## src/rtl/uart_byte_rx_if.sv

```systemverilog
// Byte-stream interface between the serial line and the UART receiver's consumer.
interface uart_byte_rx_if;
  logic       rx;
  logic [7:0] data;
  logic       data_valid;
  logic       frame_err;
  logic       busy;

  modport master (input rx, output data, output data_valid, output frame_err, output busy);
  modport slave  (output rx, input data, input data_valid, input frame_err, input busy);
endinterface

```

## src/rtl/uart_byte_rx.sv

```systemverilog
// 8N1 UART receiver: 16x oversampling, 3-sample majority vote per bit,
// false-start rejection and framing-error flagging.
module uart_byte_rx #(
  parameter int unsigned CLK_FREQ   = 50_000_000,
  parameter int unsigned BAUD       = 115200,
  parameter int unsigned OVERSAMPLE = 16,
  parameter int unsigned DIV        = (CLK_FREQ + BAUD * 8) / (BAUD * 16)
) (
  input  logic           CLOCK_50,
  input  logic           reset,
  uart_byte_rx_if.master bus
);

  localparam int unsigned TICK_W    = (DIV > 1) ? $clog2(DIV) : 1;
  localparam int unsigned SAMP_LAST = OVERSAMPLE - 1;

  typedef enum logic [2:0] {IDLE, START, DATA, STOP, BREAK} state_t;

  state_t              state_q, state_d;
  logic                rx_meta_q, rx_s_q;
  logic [TICK_W-1:0]   tick_cnt_q, tick_cnt_d;
  logic [3:0]          samp_q, samp_d;
  logic [2:0]          bit_idx_q, bit_idx_d;
  logic [7:0]          shreg_q, shreg_d;
  logic                s7_q, s7_d, s8_q, s8_d;
  logic [7:0]          data_q, data_d;
  logic                data_valid_q, data_valid_d;
  logic                frame_err_q, frame_err_d;
  logic                busy_q, busy_d;
  logic                tick_c, vote_c, vote_tick_c, wrap_tick_c;

  // Two-flop synchronizer; idle-high so reset never looks like a start bit.
  always_ff @(posedge CLOCK_50 or posedge reset) begin
    if (reset) begin
      rx_meta_q <= 1'b1;
      rx_s_q    <= 1'b1;
    end else begin
      rx_meta_q <= bus.rx;
      rx_s_q    <= rx_meta_q;
    end
  end

  always_ff @(posedge CLOCK_50 or posedge reset) begin
    if (reset) begin
      state_q      <= IDLE;
      tick_cnt_q   <= '0;
      samp_q       <= '0;
      bit_idx_q    <= '0;
      shreg_q      <= '0;
      s7_q         <= 1'b0;
      s8_q         <= 1'b0;
      data_q       <= '0;
      data_valid_q <= 1'b0;
      frame_err_q  <= 1'b0;
      busy_q       <= 1'b0;
    end else begin
      state_q      <= state_d;
      tick_cnt_q   <= tick_cnt_d;
      samp_q       <= samp_d;
      bit_idx_q    <= bit_idx_d;
      shreg_q      <= shreg_d;
      s7_q         <= s7_d;
      s8_q         <= s8_d;
      data_q       <= data_d;
      data_valid_q <= data_valid_d;
      frame_err_q  <= frame_err_d;
      busy_q       <= busy_d;
    end
  end

  // The tick leaving samp 8 is the one that lands on samp 9 (9*DIV into the
  // cell); rx_s at that tick is the third sample of the vote.
  assign tick_c      = (tick_cnt_q == TICK_W'(DIV - 1));
  assign vote_c      = (s7_q & s8_q) | (s7_q & rx_s_q) | (s8_q & rx_s_q);
  assign vote_tick_c = tick_c && (samp_q == 4'd8);
  assign wrap_tick_c = tick_c && (samp_q == 4'(SAMP_LAST));

  always_comb begin
    state_d      = state_q;
    tick_cnt_d   = tick_cnt_q;
    samp_d       = samp_q;
    bit_idx_d    = bit_idx_q;
    shreg_d      = shreg_q;
    s7_d         = s7_q;
    s8_d         = s8_q;
    data_d       = data_q;
    data_valid_d = 1'b0;
    frame_err_d  = 1'b0;

    if (state_q != IDLE) begin
      tick_cnt_d = tick_c ? '0 : tick_cnt_q + TICK_W'(1);
      if (tick_c) begin
        samp_d = samp_q + 4'd1;
        if (samp_q == 4'd6) s7_d = rx_s_q;
        if (samp_q == 4'd7) s8_d = rx_s_q;
      end
    end

    case (state_q)
      IDLE: begin
        tick_cnt_d = '0;
        samp_d     = '0;
        if (!rx_s_q) state_d = START;
      end
      START: begin
        if (vote_tick_c && vote_c) begin
          state_d = IDLE;
        end else if (wrap_tick_c) begin
          state_d   = DATA;
          bit_idx_d = '0;
        end
      end
      DATA: begin
        if (vote_tick_c) shreg_d = {vote_c, shreg_q[7:1]};
        if (wrap_tick_c) begin
          bit_idx_d = bit_idx_q + 3'd1;
          if (bit_idx_q == 3'd7) state_d = STOP;
        end
      end
      STOP: begin
        if (vote_tick_c) begin
          if (vote_c) begin
            data_d       = shreg_q;
            data_valid_d = 1'b1;
            state_d      = IDLE;
          end else begin
            frame_err_d = 1'b1;
            state_d     = BREAK;
          end
        end
      end
      BREAK: begin
        if (rx_s_q) state_d = IDLE;
      end
      default: state_d = IDLE;
    endcase

    busy_d = (state_d != IDLE);
  end

  assign bus.data       = data_q;
  assign bus.data_valid = data_valid_q;
  assign bus.frame_err  = frame_err_q;
  assign bus.busy       = busy_q;

endmodule

```

## src/flat_wrapper.sv

```systemverilog
// flat-port wrapper written by rule: the top's interface ports become plain ports
module uart_byte_rx_flat 
#(
  parameter int unsigned CLK_FREQ   = 50_000_000,
  parameter int unsigned BAUD       = 115200,
  parameter int unsigned OVERSAMPLE = 16,
  parameter int unsigned DIV        = (CLK_FREQ + BAUD * 8) / (BAUD * 16)
)
  (CLOCK_50, reset, bus_rx, bus_data, bus_data_valid, bus_frame_err, bus_busy);
  uart_byte_rx_if bus_i ();
  input  logic CLOCK_50;
  input  logic reset;
  input wire logic [$bits(bus_i.rx)-1:0] bus_rx;
  output wire logic [$bits(bus_i.data)-1:0] bus_data;
  output wire logic [$bits(bus_i.data_valid)-1:0] bus_data_valid;
  output wire logic [$bits(bus_i.frame_err)-1:0] bus_frame_err;
  output wire logic [$bits(bus_i.busy)-1:0] bus_busy;
  assign bus_i.rx = bus_rx;
  assign bus_data = bus_i.data;
  assign bus_data_valid = bus_i.data_valid;
  assign bus_frame_err = bus_i.frame_err;
  assign bus_busy = bus_i.busy;
  uart_byte_rx #(.CLK_FREQ(CLK_FREQ), .BAUD(BAUD), .OVERSAMPLE(OVERSAMPLE), .DIV(DIV)) u_core (.CLOCK_50(CLOCK_50), .reset(reset), .bus(bus_i));
endmodule
```

## config.mk

```make
export PLATFORM = sky130hd
export DESIGN_NAME = uart_byte_rx_flat
export DESIGN_NICKNAME = d
export VERILOG_FILES = /design/src/rtl/uart_byte_rx_if.sv /design/src/rtl/uart_byte_rx.sv /design/src/flat_wrapper.sv
export SDC_FILE = /design/constraint.sdc
export NUM_CORES = 1
export LEC_CHECK = 0
export ABC_AREA = 1
export CELL_PAD_IN_SITES_DETAIL_PLACEMENT = 2
export CELL_PAD_IN_SITES_GLOBAL_PLACEMENT = 2
export CORE_ASPECT_RATIO = 0.6
export CORE_MARGIN = 2
export CORE_UTILIZATION = 36
export DETAILED_ROUTE_END_ITERATION = 16
export PLACE_DENSITY = 0.87
export SLEW_MARGIN = 5
export SYNTH_ARGS = -nofsm -noshare
export SYNTH_HDL_FRONTEND = slang
export SYNTH_SLANG_ARGS = --single-unit
```

## constraint.sdc

```tcl
create_clock -name CLOCK_50 -period 2.1 [get_ports CLOCK_50]
set_input_delay 0.63 -clock CLOCK_50 [delete_from_list [all_inputs] [get_ports CLOCK_50]]
set_output_delay 0.63 -clock CLOCK_50 [all_outputs]
set_load 0.005 [all_outputs]
```

* After elaboration in Yosys (flattened, before gate mapping)
Cells that the tools add are included.
W data, S select, Z words.
** Cells by class
- Mux-type cells :: 25
- Bitwise operators :: 5
- Reduce and logical (&&, ||, !) cells :: 15
- Equal/unequal tests :: 13
- Add/sub/neg operators :: 3
** Operators with widths (count)
- $mux W3 :: 11
- $mux W5 :: 3
- $pmux W3 S5 :: 1
- $mux W4 :: 3
- $reduce_and A3 Y1 :: 3
- $eq A4 B3 Y1 const B :: 2
- $eq A4 B4 Y1 const B :: 2
- $eq A3 B2 Y1 const B :: 2
- $eq A3 B3 Y1 const B :: 2
- $mux W1 :: 6
- $pmux W3 S2 :: 1
- $reduce_bool A2 Y1 :: 3
- $reduce_bool A3 Y1 :: 2
- $add A5 B1 Y5 const B :: 1
- $eq A5 B5 Y1 const B :: 1
- $add A4 B1 Y4 const B :: 1
- $ne A2 B1 Y1 const B :: 2
- $reduce_and A2 Y1 :: 2
- $reduce_and A4 Y1 :: 1
- $add A3 B1 Y3 const B :: 1
- $and A1 B1 Y1 :: 3
- $eq A3 B1 Y1 const B :: 1
- $logic_and A1 B1 Y1 :: 3
- $logic_not A3 Y1 :: 1
- 2 further kinds :: 3
** Storage, ports and cells
- Input port bits :: 3
- Logic and storage cells :: 74
- Output and inout port bits :: 11
- Flip-flop bits (word level) :: 38

* Logic depth before layout (Yosys ltp)
- Depth after elaboration :: 7
- Depth in mapped cells :: 10
- Mapped depth without buffers :: 10

* Worst setup path after synthesis
OpenSTA, ideal clock, no wires.
- Kind :: register to register
- Start point :: register u_core.tick_cnt_q[0]
- End point :: register u_core.data_q[4] (netlist: u_core.bus.data[4])
- Path buffers :: 1
- Stages on the path, launching flop included :: 11
- Setup time :: 0.118 ns
- Data arrival time :: 1.390 ns
- Period minus slack after synthesis :: 1.509 ns
- Data required time :: 1.982 ns
- Path slack :: 0.591 ns
- Path through :: dfrtp_1 -> inv_1 -> ha_1 -> nand2_1 -> nor2_8 -> nand2_4 -> inv_4 -> nand3_4 -> buf_6 -> nand2_1 -> o21ai_2
** Between the ends
- Word-level cells in the longest chain between the ends :: 3
** RTL lines
- start: declaration :: RTL line uart_byte_rx.sv:21 : logic [TICK_W-1:0] tick_cnt_q, tick_cnt_d;
- start signal: assignment :: RTL line uart_byte_rx.sv:58 : tick_cnt_q <= tick_cnt_d;
- $eq A5 B5 Y1 :: RTL line uart_byte_rx.sv:73 : assign tick_c = (tick_cnt_q == TICK_W'(DIV - 1));
- $logic_and A1 B1 Y1 :: RTL line uart_byte_rx.sv:75 : assign vote_tick_c = tick_c && (samp_q == 4'd8);
- $reduce_and A3 Y1 (no source line)
- end signal: assignment :: RTL line uart_byte_rx.sv:64 : data_q <= data_d;
- end: declaration :: RTL line uart_byte_rx.sv:26 : logic [7:0] data_q, data_d;
No other way between the ends.
A chain may end at the register's enable or synchronous reset.

* Final worst setup path
- Start point :: register u_core.data_q[2] (netlist: u_core.bus.data[2])
- End point :: output port bus_data[2]
** RTL lines
- end: declaration :: RTL line flat_wrapper.sv:14 : output wire logic [$bits(bus_i.data)-1:0] bus_data;
No word-level cell between the ends.

==> results.py <==
metrics = {
    "outcome": {
        "status": "complete, no violations",
    },
    "grt": {
        "grt.met2_usage_pct": 27.26,
        "antenna_found_initial": 0,
        "grt_pass1_vias": 1418,
        "use_met1_pct": 24.34,
        "grt_max_degree": 30,
        "grt_pass1_wl_mm": 7.169,
        "grt.met3_usage_pct": 4.353,
        "grt.total_usage_pct": 17.19,
        "grt-busiest-layer": "met2",
        "grt_overflow_total": 0,
    },
    "critical_path": {
        "crit_path_end_kind": "primary output",
        "cp_top_family": "buffers and inverters",
        "worst-path-buf-inv": 1,
        "cp.arrival_ps": 1190,
        "crit_fanout": 2,
        "setup.worst_path.class": "register to primary output",
        "critPathLaunchType": "register",
        "cp_slowest_stage_delay_ps": 520,
        "crit_required_ps": 1470,
        "crit_chain": "clkdlybuf4s50_1",
        "worst_path_max_delay_cell": "clkdlybuf4s50_1",
    },
    "synthesis": {
        "syn_avg_cell_area_um2": 9.430,
        "yosysTopAreaCellShare_pct": 50.28,
        "syn_area_mm2": 0.001792,
        "async_reset_ff_share_pct": 100.0,
        "synthCells": 190,
        "synth_common_cells": "nand2_1, dfrtp_1, inv_1",
        "synth_most_common_cell": "nand2_1",
        "ys_ff_latch": 38,
        "synth-edff-count": 0,
        "synth_area_leaders": "dfrtp_1, nand2_1, o21ai_2",
        "synth_nets": 200,
        "yosysUniqueCellTypes": 25,
        "synth_warnings": 0,
        "synth_area_leader_cell": "dfrtp_1",
        "ys_seq_area_share_pct": 53.21,
        "yosys_most_used_dff": "dfrtp_1",
    },
    "power": {
        "p_leak_nw": 1.053,
        "ir_worst_vdd_mv": 0.2896,
        "power-per-cell-area_mw_per_mm2": 610.6,
    },
    "cts": {
        "cts-buffers-inserted": 5,
        "root_buffer": "clkbuf_8",
        "cts-resized-gates": 0,
        "clk_pin_slew_ps": 70,
        "cts_htree_levels": 2,
        "clockBufferDepth": 2,
        "postCtsSetupRepairBufs": 0,
        "tritoncts": "built",
        "cts-hold-fix-buffers": 0,
        "cts_sinks": 38,
        "clock_latency_ps": 280,
    },
    "floorplanning": {
        "boundaryPins": 14,
        "die_height_um": 58.65,
        "rows": 19,
        "fp.dieArea_mm2": 0.005576,
        "core_mm2": 0.004683,
        "start_util_pct": 38.26,
        "die_w_um": 95.08,
    },
    "placed_design": {
        "io_buffers": 13,
        "dp_hpwl_mm": 3.232,
        "gp_congestion": 0.7697,
    },
    "detailed_routing": {
        "via_per_inst": 4.799,
        "dr.pass1.iters": 4,
        "num_vias": 1310,
        "drtIter0Drc": 48,
        "wirelength_mm": 4.258,
        "detail_route.wl_per_cell_um": 15.60,
        "drc": 0,
        "drtAntennaViolNets": 0,
    },
    "sta": {
        "fin_crit_sh_pct": 86.53,
        "rsz0062_at_grt": "false",
        "period_needed_ps": 1817,
        "worst_slew_pin_slew_ps": 420.7,
        "finalHoldViolations": 0,
        "setup_viol": 0,
        "fmax_mhz": 550.3,
        "max-slew-margin-rel_pct": 71.74,
        "holdWs_ps": 356.7,
        "fin_tns_setup_ps": 0,
        "clock-skew-final_ps": 4.493,
        "slew_viol_final": 0,
    },
    "final_layout": {
        "syn_to_final_growth_pct": 16.62,
        "nets": 219,
        "drive_gt1_share_pct": 17.14,
        "antenna_cells": 0,
    },
    "run": {
        "maxCapViolCount": 0,
    },
    "hold_path": {
        "min_path_type": "register to register",
    },
}
==> registers in the layout, summed over array words and instances, names as in the netlist <==
name	count
u_core.bit_idx_q	3
u_core.bus.busy	1
u_core.bus.data	8
u_core.bus.data_valid	1
u_core.bus.frame_err	1
u_core.rx_meta_q	1
u_core.rx_s_q	1
u_core.s7_q	1
u_core.s8_q	1
u_core.samp_q	4
u_core.shreg_q	8
u_core.state_q	3
u_core.tick_cnt_q	5
==> cell usage in the layout (no fill, tap or decap), drive strengths merged, types with 2 or more instances in the layout <==
cell type,n
nand3,19
nand4,3
nor2,16
inv,30
clkdlybuf4s50,13
dfstp,2
ha,7
dfrtp,36
nand2,45
a21oi,3
o21ai,20
clkbuf,7
nor3,2
==> layout make-up <==
| cell class | instances | area, um^2 |
|---|---|---|
| fill | 510 | 2594 |
| sequential | 38 | 953.4 |
| timing repair buffer | 14 | 150.1 |
| clock inverter | 1 | 5.005 |
| tap | 63 | 78.83 |
| inverter | 30 | 115.1 |
| multi-input combinational | 120 | 700.7 |
| clock buffer | 7 | 86.33 |
==> layer usage <==
| metal | wire length [um] | part of all wire [%] | up-vias |
|---|---|---|---|
| met2 | 1980 | 47 | 20 |
| met4 | 17 | 0.40 | 0 |
| met3 | 112 | 2.6 | 2 |
| li1 | - | - | 637 |
| met1 | 2148 | 50 | 651 |
| met5 | 0 | 0 | - |
==> worst paths after layout <==
kind | from | end | slack, ps | cells past startpoint
setup / recovery | u_core.bus.data[2]$_DFFE_PP0P_ | bus_data[2] | 280 | 1
max in group asynchronous | reset | u_core.shreg_q[4]$_DFFE_PP0P_ | 970 | 3
hold / removal | u_core.rx_meta_q$_DFF_PP1_ | u_core.rx_s_q$_DFF_PP1_ | 360 | 0
min in group asynchronous | reset | u_core.state_q[0]$_DFF_PP0_ | 640 | 2
setup reg to reg | u_core.samp_q[0]$_DFFE_PP0P_ | u_core.shreg_q[1]$_DFFE_PP0P_ | 340 | 9
hold reg to reg | u_core.rx_meta_q$_DFF_PP1_ | u_core.rx_s_q$_DFF_PP1_ | 360 | 0
==> power by group <==
group | switching [mW] | internal (mW)
Clock | 0.252 | 0.265
Combinational | 0.0161 | 0.00723
Sequential | 0.00111 | 0.735
==> stage by stage <==
stage	worst slack (ps)	total power, mW	cell area (um^2)	instances	utilization (%)
6_report	283.0	1.276	2090	273	44.62
5_1_grt	206.3	1.326	2090	273	44.62
2_1_floorplan	591.4	0.7613	1792	190	-
4_1_cts	268.5	1.298	2090	273	44.62
3_3_place_gp	476.9	0.7738	1998	265	42.67
3_5_place_dp	343.5	0.7752	1998	265	42.67
==> cell families after synthesis <==
logic type	share of synthesized area (%)
compound gates	10.20
xor+xnor	0.9778
fa+ha+maj	4.888
buf+inv	7.681
flops	53.21
simple gates	23.05
(Power assumes the default switching activity.)
